==> src/rtl/pwm_color_decoder.sv <==
// Measures the duty of three PWM colour channels over 256-cycle windows and
// classifies the result against a fixed colour table, reporting only stable matches.
module pwm_color_decoder #(
   parameter int TOL         = 2,
   parameter int SYNC_STAGES = 2
) (
   input  logic       clk,
   input  logic       rst,
   input  logic       pwm_R,
   input  logic       pwm_G,
   input  logic       pwm_B,
   output logic [7:0] duty_R,
   output logic [7:0] duty_G,
   output logic [7:0] duty_B,
   output logic       valid,
   output logic [7:0] color_code,
   output logic       color_known
);

   typedef enum logic {DISCARD = 1'b0, MEASURE = 1'b1} state_t;

   // Colour table packed one byte per entry, entry i at bits [8*i +: 8] (bit i of color_code).
   localparam logic [63:0] TBL_R = {8'd255, 8'd128, 8'd0,   8'd0,   8'd0,   8'd255, 8'd255, 8'd255};
   localparam logic [63:0] TBL_G = {8'd255, 8'd0,   8'd0,   8'd0,   8'd255, 8'd255, 8'd102, 8'd0};
   localparam logic [63:0] TBL_B = {8'd255, 8'd128, 8'd128, 8'd255, 8'd0,   8'd0,   8'd0,   8'd0};

   state_t                 state_q, state_d;
   logic [SYNC_STAGES-1:0] sync_r_q, sync_g_q, sync_b_q;
   logic                   s_r, s_g, s_b;
   logic [7:0]             win_q;
   logic                   win_end, publish;
   logic [8:0]             hi_r_q, hi_g_q, hi_b_q;
   logic [8:0]             hi_r_d, hi_g_d, hi_b_d;
   logic [8:0]             sum_r, sum_g, sum_b;
   logic [7:0]             res_r, res_g, res_b;
   logic [7:0]             match;
   logic [7:0]             duty_r_q, duty_g_q, duty_b_q;
   logic [7:0]             color_q, prev_q;
   logic                   valid_q, known_q;

   function automatic logic near(input logic [7:0] a, input logic [7:0] b);
      logic [7:0] diff;
      diff = (a >= b) ? (a - b) : (b - a);
      return (int'(diff) <= TOL);
   endfunction

   assign s_r     = sync_r_q[SYNC_STAGES-1];
   assign s_g     = sync_g_q[SYNC_STAGES-1];
   assign s_b     = sync_b_q[SYNC_STAGES-1];
   assign win_end = (win_q == 8'hFF);
   assign publish = win_end && (state_q == MEASURE);

   // The sample taken at count 255 closes the current window, so the next one starts empty.
   always_comb begin
      sum_r  = hi_r_q + {8'd0, s_r};
      sum_g  = hi_g_q + {8'd0, s_g};
      sum_b  = hi_b_q + {8'd0, s_b};
      res_r  = sum_r[8] ? 8'hFF : sum_r[7:0];
      res_g  = sum_g[8] ? 8'hFF : sum_g[7:0];
      res_b  = sum_b[8] ? 8'hFF : sum_b[7:0];
      hi_r_d = win_end ? 9'd0 : sum_r;
      hi_g_d = win_end ? 9'd0 : sum_g;
      hi_b_d = win_end ? 9'd0 : sum_b;
   end

   // Scan from the top entry down so the lowest matching index is the one kept.
   always_comb begin
      match = 8'd0;
      if ((res_r != 8'd0) || (res_g != 8'd0) || (res_b != 8'd0)) begin
         for (int i = 7; i >= 0; i--) begin
            if (near(res_r, TBL_R[{i[2:0], 3'b000} +: 8]) &&
                near(res_g, TBL_G[{i[2:0], 3'b000} +: 8]) &&
                near(res_b, TBL_B[{i[2:0], 3'b000} +: 8])) begin
               match       = 8'd0;
               match[i[2:0]] = 1'b1;
            end
         end
      end
   end

   always_comb begin
      state_d = state_q;
      if (win_end && (state_q == DISCARD)) begin
         state_d = MEASURE;
      end
   end

   always_ff @(posedge clk) begin
      if (rst) begin
         state_q  <= DISCARD;
         sync_r_q <= '0;
         sync_g_q <= '0;
         sync_b_q <= '0;
         win_q    <= 8'd0;
         hi_r_q   <= 9'd0;
         hi_g_q   <= 9'd0;
         hi_b_q   <= 9'd0;
         duty_r_q <= 8'd0;
         duty_g_q <= 8'd0;
         duty_b_q <= 8'd0;
         valid_q  <= 1'b0;
         color_q  <= 8'd0;
         known_q  <= 1'b0;
         prev_q   <= 8'd0;
      end else begin
         state_q  <= state_d;
         sync_r_q <= {sync_r_q[SYNC_STAGES-2:0], pwm_R};
         sync_g_q <= {sync_g_q[SYNC_STAGES-2:0], pwm_G};
         sync_b_q <= {sync_b_q[SYNC_STAGES-2:0], pwm_B};
         win_q    <= win_q + 8'd1;
         hi_r_q   <= hi_r_d;
         hi_g_q   <= hi_g_d;
         hi_b_q   <= hi_b_d;
         valid_q  <= publish;
         if (publish) begin
            duty_r_q <= res_r;
            duty_g_q <= res_g;
            duty_b_q <= res_b;
            prev_q   <= match;
            // Only two identical consecutive results are trusted; prev_q of zero means "none".
            if (match == prev_q) begin
               color_q <= match;
               known_q <= (match != 8'd0);
            end
         end
      end
   end

   assign duty_R      = duty_r_q;
   assign duty_G      = duty_g_q;
   assign duty_B      = duty_b_q;
   assign valid       = valid_q;
   assign color_code  = color_q;
   assign color_known = known_q;

endmodule
==> config.mk <==
export PLATFORM = sky130hd
export DESIGN_NAME = pwm_color_decoder
export DESIGN_NICKNAME = d
export VERILOG_FILES = /design/src/rtl/pwm_color_decoder.sv
export SDC_FILE = /design/constraint.sdc
export NUM_CORES = 1
export LEC_CHECK = 0
export ABC_CLOCK_PERIOD_IN_PS = 6250
export CAP_MARGIN = 20
export CORE_ASPECT_RATIO = 1.2
export CORE_UTILIZATION = 50
export DETAILED_ROUTE_END_ITERATION = 6
export PLACE_DENSITY = 0.69
export SYNTH_ARGS = -nofsm -noshare
export SYNTH_HDL_FRONTEND = slang
export SYNTH_SLANG_ARGS = --single-unit
==> constraint.sdc <==
create_clock -name clk -period 6.25 [get_ports clk]
set_input_delay 1.5625 -clock clk [delete_from_list [all_inputs] [get_ports clk]]
set_output_delay 1.5625 -clock clk [all_outputs]
set_load 0.005 [all_outputs]
After elaboration in Yosys (flattened, before gate mapping):

Cells that the tools add are included.

* register bits: 84
* input bits: 5
* output and inout port bits: 34

* $add $sub $neg: 19
* $lt $le $gt $ge: 18
* equality and inequality tests: 2
* mux-type cells: 21
* bitwise logic cells: 1
* reductions and logical operators: 24

Operators with widths (count)
* 8-bit 2-to-1 mux: 21
* 8-bit by 2-bit <= comparator with 1-bit output, second input constant: 9
* 8-bit greater-or-equal comparator, second input constant: 5
* 8-bit subtractor, first input constant: 5
* 8-bit subtractor, second input constant: 5
* 8-bit nonzero test: 4
* 9-bit by 1-bit adder with 9-bit output: 3
* 8-bit by 1-bit greater-or-equal comparator with 1-bit output, second input constant: 3
* 1-bit by 8-bit subtractor with 8-bit output, first input constant: 3
* 1-bit logical AND: 16
* 8-bit by 1-bit adder with 8-bit output, second input constant: 1
* 8-bit equality test: 1
* 8-bit equality test, second input constant: 1
* 8-bit by 7-bit greater-or-equal comparator with 1-bit output, second input constant: 1
* 7-bit by 8-bit subtractor with 8-bit output, first input constant: 1
* 8-bit by 7-bit subtractor with 8-bit output, second input constant: 1
* 1-bit logical OR: 2
* 2-bit AND reduction: 1
* 2-bit OR reduction: 1
* 1-bit NOT: 1

Logic depth before layout (Yosys ltp):

* depth after elaboration: 18
* mapped depth: 21
* depth with buffers taken out: 18

Worst setup path before layout:

OpenSTA, ideal clock, no wires.

* kind: register -> register
* start: register sync_g_q[1]
* end: register color_q[0] (netlist: color_code[0])
* library setup time: 121 ps
* data arrival time: 4319 ps
* path slack: 1809 ps
* cell stages (with the launch flop): 20
* path buffers: 2
* cells stage by stage: dfxtp_1 ha_1 ha_1 clkbuf_8 nand4_1 o21ai_2 nand2_1 nor2_1 inv_1 ha_1 nor2b_1 a22oi_1 a22oi_4 or3_1 a211oi_1 o2111a_2 xnor2_1 and4_4 buf_6 mux2_4

* longest elaborated chain between the ends: 18

RTL lines
* start: declaration: RTL line 28 `logic [SYNC_STAGES-1:0] sync_r_q, sync_g_q, sync_b_q;`
* start signal: assignment: RTL line 108 `sync_g_q <= {sync_g_q[SYNC_STAGES-2:0], pwm_G};`
* 9-bit by 1-bit adder with 9-bit output (*): RTL line 56 `sum_g = hi_g_q + {8'd0, s_g};`
* 8-bit 2-to-1 mux (*): RTL line 59 `res_g = sum_g[8] ? 8'hFF : sum_g[7:0];`
* named net res_g[1]: RTL line 35 `logic [7:0] res_r, res_g, res_b;`
* 8-bit subtractor or 8-bit greater-or-equal comparator (tied branches): RTL line 43 `diff = (a >= b) ? (a - b) : (b - a);`
* 8-bit 2-to-1 mux: RTL line 43
* 8-bit by 2-bit <= comparator with 1-bit output: RTL line 44 `return (int'(diff) <= TOL);`
* 1-bit logical AND: RTL line 71 `if (near(res_r, TBL_R[{i[2:0], 3'b000} +: 8]) &&`
* 1-bit logical AND: RTL line 72 `near(res_g, TBL_G[{i[2:0], 3'b000} +: 8]) &&`
* 8-bit 2-to-1 mux (8 in series): RTL line 71
* 8-bit 2-to-1 mux (*): RTL line 69 `if ((res_r != 8'd0) || (res_g != 8'd0) || (res_b != 8'd0)) begin`
* 8-bit equality test: RTL line 121 `if (match == prev_q) begin`
* 2-bit AND reduction (no line)
* end signal: assignment: RTL line 122 `color_q <= match;`
* end: declaration: RTL line 38 `logic [7:0] color_q, prev_q;`

Mark *: on every way through the listed nets, which the timed path passes. The rest lies on a longest branch.
A chain may end at the register's enable or synchronous reset.

Final worst setup path:

* start: register sync_g_q[1]
* end: register color_q[3] (netlist: color_code[3])

The elaborated chain is that of the path after synthesis.

==> summary.md <==
| Metric | Value |
|---|---|
| Flops & latches, synth | 84 |
| Register area share after synthesis | 30.92% |
| Avg Inst Size Synth | 8.239 µm² |
| TritonCTS Buffers | 9 |
| Global route total overflow | 0 |
| Final Wtd Congestion | 0.9225 |
| Final setup viols | 0 |
| Final Critical Period | 5.174 ns |
| Nets | 700 |
| EDFF count, synth | 0 |
| Crit path max fanout | 9 |
| Root Buffer | clkbuf_16 |
| R2r setup slk | 1.08 ns |
| Total power | 1.234 mW |
| RSZ-0062 raised after global routing | no |
| Outcome | finished, final reports clean |
| VDD IR max | 121.1 µV |
| Clk slew on worst S/H paths | 0.06 ns |
| Fin util | 58.02% |
| Initial antenna violation count | 0 |
| Power density over the cells | 201.3 mW/mm² |
| Hold_ws | 0.4423 ns |
| Max Cap Viol | 0 |
| Core Footprint | 0.01057 mm² |
| Final hold vios | 0 |
| Vias in the first global route | 4735 |
| Final Max Tran Viols | 0 |
| Synth warn | 0 |
| Die Y | 116.2 µm |
| Startpoint type of the worst setup path | flop |
| I/O pin count | 39 |
| First drt pass iteration count | 5 |
| Most frequent cells after synthesis | 88 x nor2_1, 84 x dfxtp_1, 59 x nand2_1 |
| Htree depth | 3 |
| Synth top area share | 30.92% |
| Die area | 0.01130 mm² |
| Crit share post-route | 82.78% |
| WL per Instance | 17.50 µm |
| Clk_lat worst skew | 0.34 ns |
| CP endpoint kind | flop |
| Setup CP Type | reg -> reg |
| DRT antenna net count | 0 |
| First-pass GRT wire length | 23100 µm |
| Met1 GRT Util | 29.38% |
| Count leader, synth | nor2_1 |
| Die Wd | 97.20 µm |
| Antenna diode count | 0 |
| Gr usage total | 25.61% |
| Hold WC Path Type | reg -> reg |
| GRT busiest layer | met2 |
| Post-CTS setup buffers | 0 |
| WP data required | 6.48 ns |
| Post-synth top area cell | dfxtp_1 |
| CTS tree | yes |
| Grt met2 use | 46.29% |
| Setup TNS | 0 ns |
| Clock sinks | 84 |
| Detailed placement HPWL | 10260 µm |
| Main synth FF type | dfxtp_1 |
| Largest net degree at the start of global routing | 47 |
| Asr flop ratio synth | 0% |
| Cell Area, Synth | 0.005438 mm² |
| CTS Buffer Depth | 2 |
| DR vias | 4951 |
| Post-synthesis cell type count | 95 |
| Leak | 2.226 nW |
| Top post-synthesis cells by area | dfxtp_1 31%, nor2_1 6.1%, ha_1 5.1% |
| Grt met3 use | 4.428% |
| Num rows | 41 |
| Port bufs | 38 |
| DRC marker count from the first detailed-route iteration | 329 |
| Initial core utilization | 51.46% |
| DRT Wirelength | 14120 µm |
| CP Data Arrival Time | 5.40 ns |
| Area Overhead vs Synth | 12.75% |
| Synth Instances | 660 |
| CTS Hold Bufs | 0 |
| Post-CTS Resized | 0 |
| Layout cell share with drive strength beyond 1 | 9.145% |
| Design Area, Final | 0.006131 mm² |
| Routed vias/inst | 6.135 |
| Max Fclk | 193.3 MHz |
| Syn Nets | 687 |
| Residual DRC | 0 |
| Fillcell total | 975 |
| Placed Instance Area | 0.005791 mm² |
| Slew HR | 40.40% |
| Worst-margin pin slew | 0.8918 ns |
| Worst Skew | 0.01021 ns |
flip-flops by register name, indices dropped and copies added, names as in the netlist, 8 cells and up:
name        flops
duty_B          8
hi_g_q          9
duty_G          8
prev_q          8
win_q           8
hi_r_q          9
hi_b_q          9
duty_R          8
color_code      8
metal layers:
layer  vias to the layer above  part of all wire, %
met4                         0                  2.8
met5                         -                    0
met3                        33                  4.7
met2                       151                   51
met1                      2348                   42
li1                       2419                    -
layout make-up:
cell class | instances | area [µm²] | share of cell area, %
Multi-Input combinational cell | 516 | 3471 | 56.61
Sequential cell | 84 | 1682 | 27.43
Timing Repair Buffer | 41 | 397.9 | 6.490
Clock buffer | 10 | 229.0 | 3.735
Tap cell | 129 | 161.4 | 2.633
Clock inverter | 6 | 111.4 | 1.816
Inverter | 21 | 78.83 | 1.286
stage by stage:
stage,setup slack (ns),instances
global placement,1.313,791
detailed placement,1.103,791
finish,1.076,807
global route,0.6739,807
floorplan,1.809,660
CTS,1.077,807
power breakdown:
| part | internal, mW | total (mW) | switching (mW) |
|---|---|---|---|
| clock network | 0.392 | 0.620 | 0.228 |
| logic | 0.0286 | 0.0716 | 0.0430 |
| registers | 0.540 | 0.543 | 0.00271 |
| total | 0.960 | 1.23 | 0.274 |
worst max-delay path, stage by stage, from the launching register on:
cell and delay [ns]:
dfxtp_1 0.31, ha_1 0.28, ha_1 0.44, nand4_1 0.33, or3_1 0.55, nand2_1 0.17, nor2_1 0.10, inv_1 0.09
ha_1 0.14, o21ai_0 0.08, o311ai_0 0.60, o2111a_1 0.40, nand4_1 0.25, xnor2_1 0.22, and4bb_1 0.30, and3_4 0.20
and4_4 0.29, mux2_4 0.30
worst paths after layout:
kind	from	depth (start not counted)	end
min	sync_r_q[0]	1	sync_r_q[1]
max	sync_g_q[1]	17	color_code[3]
max reg2reg	sync_g_q[1]	17	color_code[3]
min reg2reg	sync_r_q[0]	1	sync_r_q[1]
cells in the final DEF, fill, tap and decap left out, types with 5 or more instances in the layout:
cell type and instances:
nor2_1 88, dfxtp_1 84, nand2_1 59, clkdlybuf4s50_1 37
nand3_1 29, xnor2_1 28, a21oi_1 28, ha_1 22
inv_1 21, o21ai_0 19, nand4_1 14, xor2_1 14
nor3_1 13, nor2b_1 13, and2_1 12, a211oi_1 12
and3_1 11, a31oi_1 11, clkbuf_16 9, nand2b_1 8
nor4_1 7, nor3b_1 6, o211ai_1 6, mux2i_1 6
o31ai_1 5
kinds of logic (layout without fill, tap and decap cells):
group,count (synthesis),after routing,synth area share [%]
AO/OA/AOI/OAI,144,144,20.29
XOR/XNOR,43,43,7.271
adder cells (fa/ha/maj),23,23,5.246
buffers and inverters,60,78,5.246
flip-flops,84,84,30.92
multiplexers,12,12,2.554
AND/OR/NAND/NOR,294,294,28.46
(Power assumes the default switching activity.)
==> patch: new RTL, same flow settings <==
`SYNC_STAGES`: 2 -> 4.
--- a/src/rtl/pwm_color_decoder.sv
+++ b/src/rtl/pwm_color_decoder.sv
@@ -2,7 +2,7 @@
 // classifies the result against a fixed colour table, reporting only stable matches.
 module pwm_color_decoder #(
    parameter int TOL         = 2,
-   parameter int SYNC_STAGES = 2
+   parameter int SYNC_STAGES = 4
 ) (
    input  logic       clk,
    input  logic       rst,
Formal check against the unedited RTL: no difference found for any inputs over 10 cycles, from zero or initial values and one cycle with rst high; that may be too few to reach the edited logic, so the function may still have changed.
==> patch against the unedited design <==
  * Wire length fell by 12%
  * First-iteration DRC count decreased by 16%
  * Final area is 4.5% lower
  * Worst setup slack got worse by 130 ps
  * Synthesized area is 4.9% lower
  * Sequential cell count grew 6
Power is not compared: it rests on default switching activity, and its combinational part moved more than twofold at a synthesized area within 25%.
==> patch: results (changes against the unedited design) <==
* Async SR Flop Fraction at 0 (unchanged)
* Largest net degree at the start of global routing at 57 (was 47)
* Port buffer count at 38 (unchanged)
* Mapped Nets at 651 (was 687)
* Normalized max-slew margin at 0.436 (was 0.404)
* Drt first-iter violations at 277 (was 329)
* N_diodes at 0 (unchanged)
* First-pass GRT wire length at 20,300 µm (was 23,100 µm)
* Cts bufs inserted at 9 (unchanged)
* HPWL after detailed placement at 9210 µm (was 10,300 µm)
* Largest registers: hi_b_q: 9 flops, hi_g_q: 9 flops, hi_r_q: 9 flops (unchanged)
* Global-route met2 utilization at 0.390 (was 0.463)
* CTS Buffer Depth at 2 (unchanged)
* Layout Nets at 669 (was 700)
* Leakage Power at 2.20 nW
* Yosys warnings at 0 (unchanged)
* H-Tree Depth at 3 (unchanged)
* Max incr delay on CP at 680 ps (was 600 ps)
* Status: completed (unchanged)
* Max-Cap Viols at 0 (unchanged)
* Reg clk slew, reported paths at 60 ps (about the same)
* Sequential share of the synthesized area at 0.349 (was 0.309)
* Met3 usage at 0.0447 (was 0.0443)
* Total GRT Usage at 0.243 (was 0.256)
* Post-cts resize count at 0 (unchanged)
* GR Util met1 at 0.323 (was 0.294)
* GPL Wtd Cong at 0.877 (was 0.923)
* VDD IR-drop max at 140 µV
* Layout cells sized above 1 at 0.0726 (was 0.0914)
* CP top delay family: simple AND/OR/NAND/NOR gates (unchanged)
* Vias in the first global route at 4,195 (was 4,735)
* Netlist cell types at 78 (was 95)
* Post-synth top cells: dfxtp_1 (90), nor2_1 (78), nand2_1 (67), o21ai_0 (24), a21oi_1 (23) (was nor2_1 (88), dfxtp_1 (84), nand2_1 (59), nand3_1 (29))
* HP Start: sync_b_q[1] (was sync_r_q[0])
* Root buffer cell: clkbuf_16 (unchanged)
* Hold Path Class: register to register (unchanged)
* Worst endpoint data arrival time at 5540 ps (was 5400 ps)
* Worst Path Max Fanout at 9 (unchanged)
* Detailed Route WL at 12,500 µm (was 14,100 µm)
* Clock skew at 5.23 ps (was 10.2 ps)
* Slowest cell on the critical path: a2111oi_4 (was o311ai_0)
* Crit path from: sync_b_q[3] (was sync_g_q[1])
* Vias/cell at 5.76 (was 6.14)
* Largest cells by area after synthesis: dfxtp_1 (35%), nor2_1 (5.7%), ha_1 (5.3%) (was dfxtp_1 (31%), nor2_1 (6.1%), ha_1 (5.1%))
* Initial antenna violation count at 0 (unchanged)
[patch: final cells by class]
class	count	area (µm²)
Timing Repair Buffer	41	398
Fill cell	920	4150
Clock inverter	5	62.6
Multi-Input combinational cell	483	3130
Inverter	17	63.8
Sequential cell	90	1800
Tap cell	126	158
Clock buffer	11	243
[patch: kinds of logic after synthesis]
logic type,count (synthesis),share of synthesized area
compound gates,126,0.176
xor+xnor,36,0.0610
fa+ha+maj,22,0.0533
buf+inv,51,0.0460
flops,90,0.349
mux,17,0.0382
simple gates,282,0.277
[patch: where the power goes]
part           switching (mW)  total, mW  internal (mW)
logic                  0.0219     0.0341         0.0122
registers             0.00207      0.580          0.578
clock network           0.232      0.555          0.323
total                   0.256       1.17          0.913
[patch: worst paths after layout]
kind / to / slack [ps] / depth (start not counted)
worst max-delay path: color_code[3] / 950 / 15
worst min register to register: sync_b_q[2] / 440 / 1
worst min-delay path: sync_b_q[2] / 440 / 1
worst max register to register: color_code[3] / 950 / 15
[patch: per-stage QoR]
| stage | instance area, µm² | util | hold slack, ps | worst slack [ps] | instances |
|---|---|---|---|---|---|
| after CTS | 5860 | 0.585 | 443 | 961 | 773 |
| after global routing | 5860 | 0.585 | 452 | 511 | 773 |
| after detailed placement | 5550 | 0.555 | 428 | 979 | 757 |
| after global placement | 5550 | 0.555 | 427 | 1150 | 757 |
| final | 5860 | 0.585 | 438 | 951 | 773 |
| after floorplan | 5170 | - | 414 | 1500 | 624 |
[patch: routing by layer]
layer  part of all wire  vias up  wire (µm)
li1                   -     2264          -
met1               0.47     2058       5800
met2               0.47      105       5820
met3              0.045       24        557
met4              0.023        0        286
met5                  0        -          0
